File: src/rtl/core_pkg.sv
`default_nettype none
// ============================================================================
// Module      : core_pkg
// Description : Shared core definitions: register address width, datapath
//               width, architectural register count and the writeback
//               request record (destination + data).
// Revision    : 1.0 - initial release
// ============================================================================
package core_pkg;

    localparam int REG_ADDR_W = 5;
    localparam int XLEN       = 32;
    localparam int NREGS      = 32;

    typedef struct packed {
        logic [REG_ADDR_W-1:0] rd;
        logic [XLEN-1:0]       data;
    } wb_req_t;

endpackage : core_pkg
`default_nettype wire

File: src/rtl/wb_fifo.sv
`default_nettype none
// ============================================================================
// Module      : wb_fifo
// Description : Circular buffer of writeback requests. Pointers carry one
//               extra wrap bit, so full and empty can be told apart. A push
//               is taken when the buffer is full, provided a pop happens on
//               the same edge.
// Ports       : clk, reset     - clock, synchronous active-high reset
//               i_push         - write request (rd/data below)
//               i_rd, i_data   - entry to push
//               i_pop          - drop the head entry (ignored when empty)
//               o_head_rd/data - current head entry
//               o_full/o_empty - occupancy flags
// Revision    : 1.0 - initial release
// ============================================================================
module wb_fifo
    import core_pkg::*;
#(
    parameter int DEPTH = 2
) (
    input  logic                  clk,
    input  logic                  reset,
    input  logic                  i_push,
    input  logic [REG_ADDR_W-1:0] i_rd,
    input  logic [XLEN-1:0]       i_data,
    input  logic                  i_pop,
    output logic [REG_ADDR_W-1:0] o_head_rd,
    output logic [XLEN-1:0]       o_head_data,
    output logic                  o_full,
    output logic                  o_empty
);

    localparam int AW    = $clog2(DEPTH);
    localparam int PTR_W = AW + 1;

    logic [PTR_W-1:0] r_wptr;
    logic [PTR_W-1:0] r_rptr;
    wb_req_t          r_mem [DEPTH];

    logic w_full;
    logic w_empty;
    logic w_do_pop;
    logic w_do_push;

    assign w_empty   = (r_wptr == r_rptr);
    // Same slot, opposite lap -> writer is a full lap ahead of the reader.
    assign w_full    = (r_wptr[AW] != r_rptr[AW]) &&
                       (r_wptr[AW-1:0] == r_rptr[AW-1:0]);
    assign w_do_pop  = i_pop && !w_empty;
    assign w_do_push = i_push && (!w_full || w_do_pop);

    always_ff @(posedge clk) begin
        if (reset) begin
            r_wptr <= '0;
            r_rptr <= '0;
        end else begin
            if (w_do_push) begin
                r_wptr <= r_wptr + PTR_W'(1);
            end
            if (w_do_pop) begin
                r_rptr <= r_rptr + PTR_W'(1);
            end
        end
    end

    // Storage needs no reset: validity is carried by the pointers.
    always_ff @(posedge clk) begin
        if (w_do_push) begin
            r_mem[r_wptr[AW-1:0]] <= '{rd: i_rd, data: i_data};
        end
    end

    assign o_head_rd   = r_mem[r_rptr[AW-1:0]].rd;
    assign o_head_data = r_mem[r_rptr[AW-1:0]].data;
    assign o_full      = w_full;
    assign o_empty     = w_empty;

endmodule : wb_fifo
`default_nettype wire

File: src/rtl/rf_wb_scheduler.sv
`default_nettype none
// ============================================================================
// Module      : rf_wb_scheduler
// Description : Shares the register file write port between in-order
//               writeback (A, never stalled) and a buffered long-latency
//               result stream (B). Tracks destinations with long-latency
//               results outstanding and raises the decode stall.
// Ports       : clk, reset                - clock, sync active-high reset
//               a_valid/a_rd/a_data       - pipeline writeback
//               b_valid/b_ready/b_rd/b_data - long-latency result handshake
//               iss_valid/iss_rd          - long-latency op issued by decode
//               dec_rs1/dec_rs2/dec_rd    - decode operands for hazard check
//               hazard                    - decode must stall
//               rf_we/rf_waddr/rf_wdata   - register file write port
//               busy                      - work outstanding or buffered
// Revision    : 1.0 - initial release
// ============================================================================
module rf_wb_scheduler #(
    parameter int NREGS     = 32,
    parameter int BUF_DEPTH = 2,
    parameter int MAX_OUT   = 4
) (
    input  logic                           clk,
    input  logic                           reset,
    input  logic                           a_valid,
    input  logic [core_pkg::REG_ADDR_W-1:0] a_rd,
    input  logic [core_pkg::XLEN-1:0]      a_data,
    input  logic                           b_valid,
    output logic                           b_ready,
    input  logic [core_pkg::REG_ADDR_W-1:0] b_rd,
    input  logic [core_pkg::XLEN-1:0]      b_data,
    input  logic                           iss_valid,
    input  logic [core_pkg::REG_ADDR_W-1:0] iss_rd,
    input  logic [core_pkg::REG_ADDR_W-1:0] dec_rs1,
    input  logic [core_pkg::REG_ADDR_W-1:0] dec_rs2,
    input  logic [core_pkg::REG_ADDR_W-1:0] dec_rd,
    output logic                           hazard,
    output logic                           rf_we,
    output logic [core_pkg::REG_ADDR_W-1:0] rf_waddr,
    output logic [core_pkg::XLEN-1:0]      rf_wdata,
    output logic                           busy
);

    import core_pkg::*;

    localparam int              CNT_W     = $clog2(MAX_OUT + 1);
    localparam logic [CNT_W-1:0] c_MAX_OUT = CNT_W'(MAX_OUT);

    logic [NREGS-1:0] r_pending;
    logic [CNT_W-1:0] r_count;

    logic                  w_a_req;
    logic                  w_fifo_full;
    logic                  w_fifo_empty;
    logic [REG_ADDR_W-1:0] w_head_rd;
    logic [XLEN-1:0]       w_head_data;
    logic                  w_pop;
    logic                  w_b_ready;
    logic                  w_b_xfer;
    logic                  w_push;
    logic                  w_b_drop;
    logic                  w_hazard;
    logic                  w_issue;
    logic [NREGS-1:0]      w_pend_nxt;
    logic [1:0]            w_dec;
    logic [CNT_W:0]        w_sum;
    logic [CNT_W:0]        w_diff;
    logic [CNT_W-1:0]      w_cnt_nxt;

    // Writes to x0 are architecturally void, so they do not claim the port.
    assign w_a_req  = a_valid && (a_rd != '0);

    // The buffer drains only in cycles the pipeline leaves the port free.
    assign w_pop    = !reset && !w_a_req && !w_fifo_empty;
    assign w_b_ready = reset || !w_fifo_full || w_pop;
    assign w_b_xfer = !reset && b_valid && w_b_ready;
    assign w_push   = w_b_xfer && (b_rd != '0);
    // A result for x0 retires its op without occupying the buffer.
    assign w_b_drop = w_b_xfer && (b_rd == '0);

    wb_fifo #(
        .DEPTH (BUF_DEPTH)
    ) u_wb_fifo (
        .clk         (clk),
        .reset       (reset),
        .i_push      (w_push),
        .i_rd        (b_rd),
        .i_data      (b_data),
        .i_pop       (w_pop),
        .o_head_rd   (w_head_rd),
        .o_head_data (w_head_data),
        .o_full      (w_fifo_full),
        .o_empty     (w_fifo_empty)
    );

    // Uses this cycle's bitmap, so a register being written back right now
    // still stalls for one more cycle; issue can never collide with a clear.
    assign w_hazard = !reset &&
                      (r_pending[dec_rs1] || r_pending[dec_rs2] ||
                       r_pending[dec_rd]  ||
                       (iss_valid && (r_count == c_MAX_OUT)));
    assign w_issue  = !reset && iss_valid && !w_hazard;

    always_comb begin
        rf_we    = 1'b0;
        rf_waddr = '0;
        rf_wdata = '0;
        if (!reset) begin
            if (w_a_req) begin
                rf_we    = 1'b1;
                rf_waddr = a_rd;
                rf_wdata = a_data;
            end else if (!w_fifo_empty) begin
                rf_we    = 1'b1;
                rf_waddr = w_head_rd;
                rf_wdata = w_head_data;
            end
        end
    end

    always_comb begin
        w_pend_nxt = r_pending;
        if (w_pop) begin
            w_pend_nxt[w_head_rd] = 1'b0;
        end
        if (w_issue && (iss_rd != '0)) begin
            w_pend_nxt[iss_rd] = 1'b1;
        end
        w_pend_nxt[0] = 1'b0;
    end

    // Up to one increment and two decrements (pop + dropped x0 result)
    // per cycle; result clamped to [0, MAX_OUT].
    assign w_dec  = {1'b0, w_pop} + {1'b0, w_b_drop};
    assign w_sum  = {1'b0, r_count} + {{CNT_W{1'b0}}, w_issue};
    assign w_diff = w_sum - (CNT_W + 1)'(w_dec);

    always_comb begin
        w_cnt_nxt = w_diff[CNT_W-1:0];
        if (w_sum < (CNT_W + 1)'(w_dec)) begin
            w_cnt_nxt = '0;
        end else if (w_diff > {1'b0, c_MAX_OUT}) begin
            w_cnt_nxt = c_MAX_OUT;
        end
    end

    always_ff @(posedge clk) begin
        if (reset) begin
            r_pending <= '0;
            r_count   <= '0;
        end else begin
            r_pending <= w_pend_nxt;
            r_count   <= w_cnt_nxt;
        end
    end

    assign b_ready = w_b_ready;
    assign hazard  = w_hazard;
    assign busy    = !reset && ((r_count != '0) || !w_fifo_empty);

endmodule : rf_wb_scheduler
`default_nettype wire

File: config.mk
export PLATFORM = sky130hd
export DESIGN_NAME = rf_wb_scheduler
export DESIGN_NICKNAME = d
export VERILOG_FILES = /design/src/rtl/core_pkg.sv /design/src/rtl/wb_fifo.sv /design/src/rtl/rf_wb_scheduler.sv
export SDC_FILE = /design/constraint.sdc
export NUM_CORES = 1
export LEC_CHECK = 0
export ABC_AREA = 1
export CORE_ASPECT_RATIO = 1.75
export CORE_MARGIN = 4
export CORE_UTILIZATION = 49
export CTS_CLUSTER_SIZE = 25
export DETAILED_ROUTE_END_ITERATION = 10
export HOLD_SLACK_MARGIN = 0.02
export PLACE_DENSITY = 0.78
export SETUP_SLACK_MARGIN = 0.4
export SYNTH_ARGS = -nofsm -noshare
export SYNTH_HDL_FRONTEND = slang
export SYNTH_HIERARCHICAL = 1
export SYNTH_SLANG_ARGS = --single-unit
File: constraint.sdc
create_clock -name clk -period 5.6 [get_ports clk]
set_input_delay 1.12 -clock clk [delete_from_list [all_inputs] [get_ports clk]]
set_output_delay 1.12 -clock clk [all_outputs]
set_load 0.02 [all_outputs]
==> flow_summary_export.csv <==
group,metric,value,unit
status,status,"finished clean",
power,leakage,3.207,nW
setup_path,critPathRequiredTime,4480,ps
routing,avgViaCountPerCell,5.663,
place,place_hpwl,16.32,mm
power,power.density,280.7,nW/um2
synthesis,synth_compound_area_share,11.83,%
synthesis,ys_seq_area_share,48.37,%
clock_tree,cts_made_buffers,17,
timing,worst_pin_slew,880.8,ps
timing,finalHoldViolations,0,
clock_tree,clock-root-buffer,"clkbuf_16",
power,switchingPower,0.0006188,W
timing,grt_setup_unrepaired,"false",
clock_tree,ctsResizeCount,0,
setup_path,crit_fanout,41,
clock_tree,clkSlewWorstSetupHoldPaths,60,ps
timing,finalWorstSetupSlack,648.7,ps
timing,slew_violations,0,
timing,holdWs,477.6,ps
cells_and_area,area_growth,32.77,%
power,irDropWorstVdd,0.3527,mV
floorplanning,initial_core_util,49.94,%
floorplanning,rows,54,
place,io_buffers,139,
routing,met2_length,12.02,mm
synthesis,synth_top_family_by_area,"simple AND/OR/NAND/NOR gates",
routing,wirelength,21.30,mm
place,routabilityCongestion,1.087,
synthesis,synth-xor-area-share,0.7054,%
clock_tree,clk_path_buf_depth,2,
timing,slew_headroom,41.14,%
setup_path,rrSetupSlack,2070,ps
synthesis,synth_cell_types,31,
global_route,grt_max_degree,42,
synthesis,syn_inst,711,
synthesis,synth_most_common_cell,"nand2_1",
cells_and_area,fillers,1022,
synthesis,synthTopCellsByArea,"edfxtp_1 36%, dfxtp_1 13%, nand3_1 10%, nand2_1 8.3%, mux2_2 6.7%",
synthesis,yosys_register_bits,113,
power,power.total,0.002314,W
clock_tree,ctsHoldBuffers,0,
cells_and_area,antenna_cells,0,
synthesis,avgSynthCellArea,8.732,um2
routing,wl_per_cell,20.74,um
setup_path,r2r_end,"r_count[2]$_SDFF_PP0_",
synthesis,synthMuxAreaShare,6.711,%
floorplanning,fp.dieW,93.09,um
cells_and_area,nets,951,
routing,drt_iter0_markers,491,
clock_tree,cts_tree,"yes",
cells_and_area,multi_input_area,2691,um2
synthesis,synth_common_cells,"137 x nand2_1, 129 x nand3_1, 76 x inv_1, 74 x edfxtp_1, 44 x a21oi_1",
global_route,grt_pass1_vias,6001,
hold_path,whs_path_depth,2,
global_route,grtUsageTotal,29.65,%
floorplanning,dieArea,14610,um2
timing,timing.final.crit_period,4951,ps
cells_and_area,regArea,3003,um2
hold_path,min_to,"r_pending[9]$_SDFF_PP0_",
setup_path,path_common_cell,"clkdlybuf4s50_1",
hold_path,hold_path.class,"reg -> reg",
floorplanning,die_h,156.9,um
synthesis,synth_flop_cell,"edfxtp_1",
clock_tree,cts_setup_buffers,0,
synthesis,synth_edf_count,74,
floorplanning,pin_count,140,
power,swShare,26.74,%
clock_tree,cts.htree.levels,4,
setup_path,crit_type,"in -> out",
setup_path,start_kind,"primary input",
power,pwr-share-comb,14.8,%
clock_tree,clk_latency,410,ps
routing,firstDrtPassIters,5,
cells_and_area,layout-drive-gt1-share,10.83,%
place,place_ws,698.7,ps
setup_path,slowest_delay,620,ps
global_route,grt_pass1_wl,32.10,mm
synthesis,synth-simple-area-share,22.61,%
global_route,antenna_found_initial,0,
setup_path,reg2reg_depth,14,
run,drv_cap,0,
power,p_int,0.001695,W
global_route,gr-total-overflow,0,
power,p_clk_share,45.3,%
timing,max_freq,0.2020,GHz
timing,fin_crit_sh,88.42,%
synthesis,yosysTopAreaCell,"edfxtp_1",
power,power_frac_seq,39.9,%
setup_path,critical_path.cell_chain,"clkdlybuf4s50_1, o41ai_2, nand2_1, inv_2, a22o_1, clkdlybuf4s50_1",
synthesis,yosysTopAreaCellShare,35.79,%
synthesis,async_flop_share,0,%
routing,antenna_left,0,
synthesis,syn_nets,816,
routing,dr_wl_met3,1.367,mm
timing,final-setup-viol-count,0,
hold_path,min-delay-start,"r_pending[9]$_SDFF_PP0_",
timing,final.setup.tns,0,ps
synthesis,netlist_area,6208,um2
routing,drcViolationCount,0,
setup_path,crit_arrival,3830,ps
setup_path,r2r_start,"u_wb_fifo/r_wptr[0]$_SDFFE_PP0P_",
clock_tree,clkSinkCount,113,
timing,finClkSkew,8.228,ps
floorplanning,core-area,12430,um2
routing,dr.max_layer_used,"met4",
synthesis,yosys.area_share.adder,1.330,%
setup_path,endpoint_kind,"output port",
synthesis,yosysWarnings,6,
routing,via_count,5816,
routing,m1WireLength,6.619,mm
setup_path,slowest_stage,"clkdlybuf4s50_1",
-- worst max path at each step --
stage                from                              end  slack (ps)  cells past startpoint
2_1_floorplan     a_rd[2]  u_wb_fifo/r_mem[0][0]$_DFFE_PP_        1240                      7
3_3_place_gp   dec_rs2[0]                           hazard         790                     12
3_5_place_dp      a_rd[2]                     rf_wdata[27]         700                      6
4_1_cts           a_rd[2]                     rf_wdata[19]         660                      6
5_1_grt           a_rd[0]                     rf_wdata[19]         470                      8
6_report          a_rd[2]                     rf_wdata[19]         650                      6
-- kinds of logic (layout without fill, tap and decap cells) --
group | count (synthesis) | count (layout)
xor+xnor | 5 | 5
buf+inv | 111 | 259
compound gates | 118 | 118
simple gates | 321 | 321
mux | 37 | 37
fa+ha+maj | 6 | 6
flops | 113 | 113
-- cell usage in the layout (no fill, tap or decap), types with 6 or more instances in the layout --
master           count
a21oi_1             44
a22o_1              32
buf_4                8
clkbuf_16           17
clkdlybuf4s50_1    139
dfxtp_1             39
edfxtp_1            74
inv_1               76
inv_6                6
mux2_2              37
nand2_1            137
nand3_1            129
nor2_1              40
o21ai_0             35
-- metal layers --
layer | GRT usage [%] | vias up
met5 | 0 | -
met4 | 17.26 | 0
met3 | 7.461 | 66
met2 | 58.34 | 299
met1 | 26.32 | 2723
li1 | - | 2728
-- per-stage QoR --
stage,util [%],cell area [um2],instances
finish,66.30,8243,1027
floorplan,-,6208,711
detailed placement,61.66,7666,995
global route,66.30,8243,1027
CTS,66.30,8243,1027
global placement,61.66,7666,995
-- critical path, delay by kind of cell --
family                 cells  cell delay (ps)
buffers and inverters      3             1670
AO/OA/AOI/OAI              2              780
AND/OR/NAND/NOR            1              250
-- layout make-up --
| type | instances | share of cell area, % |
|---|---|---|
| Tap cell | 168 | 2.550 |
| Clock inverter | 15 | 1.837 |
| Multi-Input combinational cell | 487 | 32.65 |
| Sequential cell | 113 | 36.43 |
| Inverter | 80 | 3.764 |
| Clock buffer | 17 | 5.161 |
| Timing Repair Buffer | 147 | 17.61 |
-- flip-flops by register name (all words and copies together) (netlist names), named ones only --
name              flops
u_wb_fifo/r_mem      74
r_count               3
u_wb_fifo/r_wptr      2
u_wb_fifo/r_rptr      2
r_pending            31
-- power by group through the flow --
stage               Clock (W)  Sequential (W)  Combinational, W
floorplan                   0        0.000939          0.000180
global placement            0        0.000939          0.000330
detailed placement          0        0.000941          0.000337
global route          0.00109        0.000925          0.000367
finish                0.00105        0.000924          0.000343
CTS                   0.00105        0.000924          0.000341
(Power assumes the default switching activity.)
